==> config.mk <==
export PLATFORM = sky130hd
export DESIGN_NAME = shift
export DESIGN_NICKNAME = d
export VERILOG_FILES = /design/src/rtl/shift.sv
export SDC_FILE = /design/constraint.sdc
export NUM_CORES = 1
export LEC_CHECK = 0
export ABC_AREA = 0
export BUFFER_PORTS_ARGS = -buffer_cell sky130_fd_sc_hd__buf_2
export CAP_MARGIN = 20
export CORE_MARGIN = 1.5
export CORE_UTILIZATION = 46
export DETAILED_ROUTE_END_ITERATION = 6
export PLACE_DENSITY = 0.72
export SETUP_SLACK_MARGIN = 0.2
export SYNTH_ARGS = -nofsm -noshare
export SYNTH_HDL_FRONTEND = slang
export SYNTH_SLANG_ARGS = --single-unit
==> constraint.sdc <==
create_clock -name clk -period 1.9 [get_ports clk]
set_input_delay 0.475 -clock clk [delete_from_list [all_inputs] [get_ports clk]]
set_output_delay 0.475 -clock clk [all_outputs]
set_load 0.03 [all_outputs]
==> src/rtl/shift.sv <==
// ============================================================================
// Module  : shift
// Purpose : MIX byte-granular shift/rotate unit for rA and the rA:rX pair.
// Revision: 1.0
// ============================================================================
`default_nettype none

module shift (
  input  logic        clk,
  input  logic        rst,
  input  logic        start,
  input  logic [29:0] ina,
  input  logic [29:0] inx,
  input  logic [5:0]  field,
  input  logic [11:0] m,
  output logic [59:0] out,
  output logic        done
);

  localparam logic [5:0] C_SLA  = 6'd0;
  localparam logic [5:0] C_SRA  = 6'd1;
  localparam logic [5:0] C_SLAX = 6'd2;
  localparam logic [5:0] C_SRAX = 6'd3;
  localparam logic [5:0] C_SLC  = 6'd4;
  localparam logic [5:0] C_SRC  = 6'd5;

  logic [59:0] ax;
  logic [3:0]  rot;
  logic [6:0]  sh_lin;
  logic [6:0]  sh_rot;
  logic        m_ge5;
  logic        m_ge10;
  logic [59:0] out_d, out_q;
  logic        done_d, done_q;

  assign ax     = {ina, inx};
  assign m_ge5  = (m >= 12'd5);
  assign m_ge10 = (m >= 12'd10);
  assign rot    = 4'(m % 12'd10);
  // m[3:0] is only consumed by linear shifts after the saturation compares,
  // so the byte count there is always below 10 and the bit distance fits.
  assign sh_lin = {3'b000, m[3:0]} * 7'd6;
  assign sh_rot = {3'b000, rot} * 7'd6;

  always_comb begin
    out_d  = out_q;
    done_d = 1'b0;
    if (start) begin
      done_d = 1'b1;
      out_d  = ax;
      unique case (field)
        C_SLA:  out_d = {(m_ge5 ? 30'd0 : (ina << sh_lin)), inx};
        C_SRA:  out_d = {(m_ge5 ? 30'd0 : (ina >> sh_lin)), inx};
        C_SLAX: out_d = m_ge10 ? 60'd0 : (ax << sh_lin);
        C_SRAX: out_d = m_ge10 ? 60'd0 : (ax >> sh_lin);
        // A 60-bit shift by 60 yields zero, so rot = 0 needs no special case.
        C_SLC:  out_d = (ax << sh_rot) | (ax >> (7'd60 - sh_rot));
        C_SRC:  out_d = (ax >> sh_rot) | (ax << (7'd60 - sh_rot));
        default: out_d = ax;
      endcase
    end
  end

  always_ff @(posedge clk or posedge rst) begin
    if (rst) begin
      out_q  <= 60'd0;
      done_q <= 1'b0;
    end else begin
      out_q  <= out_d;
      done_q <= done_d;
    end
  end

  assign out  = out_q;
  assign done = done_q;

endmodule

`default_nettype wire

==> run metrics, run 1 <==
Synth top area share=0.117; Mapped Area=20900 um2; Last stage=global routing; adder-cell share of the synthesized area=0.0149; Die W=216 um; XOR/XNOR Fraction of Synth Area=0.00956; placed wire-length estimate=118 mm; Post-Synthesis Cells=3585; Post-synth EDFFs=0; multiplexer area fraction after synthesis=0.0963; Crit. endpoint post-GRT repair=out[59]$_DFFE_PP0P_/D; mean post-synth cell area=5.84 um2; Synth Warn #=0; ys async rst share=1.00; Worst EP kind=register input; dpl cells=5268; Compound-Gate Fraction of Synth Area=0.425; post-synthesis simple-gate area fraction=0.310; First Err=[ERROR GRT-0232] Routing congestion too high. Check the congestion heatmap in the GUI.; Clock Sinks=61; Die H=216 um; ys flop type=dfrtp_1; Starting Density=0.464; CTS buffer count=9; largest family of logic cells by synthesized area=compound AO/OA/AOI/OAI gates; CTS root buffer=clkbuf_16; largest net degree at the start of global routing=91; FP Rows=78; grt ovf=75; Port Buffers=141; count leader, synth=nand2_1; I/O Pins=142; synthesized net count=3689; flops & latches, synth=61; Seq/Total Area, Yosys=0.0729; DP Area=31800 um2; post-synthesis cell type count=104; clock buffer depth=2; area leader, netlist=nand2_1; Tot GR Track Use=0.698; GPL Wtd Cong=1.24; H-tree lvl count=3; Post-synth top cells=655 x nand2_1, 425 x o21ai_0, 421 x nor2_1; status=aborted with a tool error; main area contributors after synthesis=nand2_1 12%, o21ai_0 10%, a21oi_1 9.5%, nor2_1 7.5%, dfrtp_1 7.3%
through the flow:
step / setup slack [ns] / hold WS (ns)
2_1_floorplan: -4.63 / 0.506
3_3_place_gp: -5.34 / 0.486
3_5_place_dp: -5.41 / 0.482
4_1_cts: -4.61 / 0.0919
repair_timing:
item / CTS
gates cloned: 9
resized for setup: 276
endpoints found under the setup margin: 60
pin swaps: 84
hold buffers: 0
buffers inserted: 63
routing by layer:
metal  overflow  global-route usage
met1          0               0.741
met3          1               0.443
met2         36               0.899
met5          0               0.192
met4         38               0.677
kinds of logic after synthesis:
| kind of cell | Yosys count |
|---|---|
| adder cells (fa/ha/maj) | 24 |
| multiplexers | 182 |
| buffers and inverters | 382 |
| AND/OR/NAND/NOR | 1493 |
| AO/OA/AOI/OAI | 1421 |
| flip-flops | 61 |
| XOR/XNOR | 22 |
==> inputs of run 2 (changes only) <==
CORE_UTILIZATION = 31   (was 46)
PLACE_DENSITY = unset   (was 0.72)
PLACE_DENSITY_LB_ADDON = 0.15   (was unset)
SETUP_SLACK_MARGIN = unset   (was 0.2)
clock period = 2.47 ns   (was 1.9 ns; I/O delays follow)
==> run metrics, run 2 <==
placed wire-length estimate=140 mm (+19%); clock-pin transition on the worst setup and hold timing paths=0.08 ns; CTS tree=built; period utilization=2.73; WP data arrival=7.00 ns; failing checks=DRC, setup timing; flops & latches, synth=61 (unchanged); Mapped Area=20900 um2 (unchanged); Post-DRT Antenna Nets=0; worst path bufs/invs=12; Die W=263 um (+22%); H-tree lvl count=3 (unchanged); core region area=67000 um2; Worst-Skew Late Latency=0.37 ns; die area=69100 um2; Hold Path Class=in -> async; CP peak stage delay=0.91 ns; Least-Margin Pin Slew=0.790 ns; Tot GR Track Use=0.482; initial antenna violation count=6; clock buffer depth=2 (unchanged); grt ovf=0; NumNets Final=5025; # Max-Cap Violations=0; largest net degree at the start of global routing=145; Setup Crit Path Kind=in -> reg; drt drc=12; CP startpoint kind=input port; RSZ-0062 raised after global routing=true; Via Count=35900; CTS buffer count=9 (unchanged); status=complete, but fails checks; first-pass GRT wire length=242 mm; Post-Synthesis Cells=3585 (unchanged); drt via density=6.19; count leader, synth=nand2_1; area leader, netlist=nand2_1; fill count=6769; FP Rows=95 (+22%); layout cells sized above 1=0.430; commonest cells after routing, fill and taps aside=1327 x buf_4, 639 x nand2_1, 396 x nor2_1; Max Freq=148 MHz; Final Skew=0 ns; ys flop type=dfrtp_1; nature of the critical path endpoint=flip-flop; CTS root buffer=clkbuf_16; main area contributors after synthesis=nand2_1 12%, o21ai_0 10%, a21oi_1 9.5%, nor2_1 7.5%, dfrtp_1 7.3%; max reg flops=60; # setup viols final=60; final hold viol count=0; vias in the first global route=33700; most common cell after layout, fill and taps aside=buf_4; Starting Density=0.312 (-0.151); DRT iter0 DRCs=4849; minimum clock period=6.74 ns; pins over their slew limit=0; ys async rst share=1.00 (unchanged); CP delay by family, top=simple AND/OR/NAND/NOR gates; Die H=263 um (+22%); critical path peak fanout=9; Post-synth EDFFs=0 (unchanged); post-synthesis cell type count=104 (unchanged); most frequent CP cell=buf_6; Avg WL per Cell=30.0 um; I/O Pins=142 (unchanged); utilization after layout=0.558; Synth top area share=0.117 (unchanged); Port Buffers=141 (unchanged); final WL=174 mm; Max-slew headroom=0.474; crit path max-delay cell type=fa_4; synthesized net count=3689 (unchanged); area grow syn2layout=78.5%; GPL Wtd Cong=1.14 (-8.7%); Synth Warn #=0 (unchanged); Seq/Total Area, Yosys=0.0729 (unchanged); Post-synth top cells=655 x nand2_1, 425 x o21ai_0, 421 x nor2_1; Worst Slack Setup Final=-4.27 ns; Req. time, crit path=2.73 ns; drt first pass iters=7; Clock Sinks=61 (unchanged); mean post-synth cell area=5.84 um2 (unchanged)
## run 2: cell counts after synthesis
Identical to the previous run, type by type.
## run 2: kinds of logic after synthesis
| family | count (synthesis) | synth area share |
|---|---|---|
| and+or+nand+nor | 1493 | 0.310 |
| AOI/OAI and AO/OA | 1421 | 0.425 |
| buffers and inverters | 382 | 0.0718 |
| muxes | 182 | 0.0963 |
| DFF | 61 | 0.0729 |
| adders and majority gates | 24 | 0.0149 |
| xor gates and xnor gates | 22 | 0.00956 |
## run 2: what timing repair did
item | CTS | global route
pin swaps | 122 | 53
setup endpoints to repair | 60 | 60
hold buffers | 0 | 0
buffers inserted | 92 | 20
cloned | 10 | 4
resized for setup | 449 | 130
## run 2: through the flow
step | TNS, ns | instances | cell area [um2] | setup slack (ns) | hold slack, ns
after detailed placement | -289.49 | 5677 | 33400 | -4.98 | 0.501
after floorplan | -241.19 | 3585 | 21500 | -4.20 | 0.649
after CTS | -241.88 | 5782 | 36600 | -4.18 | 0.189
final | -249.08 | 5801 | 37400 | -4.27 | 0.188
after global placement | -289.36 | 5676 | 33400 | -4.98 | 0.510
after global routing | -261.29 | 5798 | 37400 | -4.48 | 0.189
## run 2: routing by layer
metal  vias up  wire (um)  GRT usage  share of wire
met5         -         46          0        0.00026
met4         8      18200      0.407           0.10
met3       701      19000      0.114           0.11
met2      2403      72300      0.726           0.42
met1     16847      64500      0.579           0.37
li1      15941          -          -              -
## run 2: final cells by class
type,instances,area (um2),area share
Sequential cell,61,1530,0.0408
Clock buffer,11,253,0.00676
Timing Repair Buffer,1681,14200,0.379
Clock inverter,4,47.5,0.00127
Tap cell,873,1090,0.0292
Inverter,26,108,0.00288
Antenna cell,3,7.51,0.000201
Multi-Input combinational cell,3142,20200,0.540
## run 2: path summary, 6_finish.rpt
check,startpoint,endpoint,cells after the start,slack (ns)
max,m[6],out[53]$_DFFE_PP0P_,34,-4.27
min in group clk,out[13]$_DFFE_PP0P_,out[13]$_DFFE_PP0P_,1,0.52
min reg2reg,out[13]$_DFFE_PP0P_,out[13]$_DFFE_PP0P_,1,0.52
max reg2reg,out[58]$_DFFE_PP0P_,out[58]$_DFFE_PP0P_,3,1.26
max in group asynchronous,rst,out[48]$_DFFE_PP0P_,3,1.61
min,rst,out[1]$_DFFE_PP0P_,2,0.19
Power of run 2 is not shown: default switching activity piles up to over one toggle a cycle in this logic, so the estimate is an artifact.
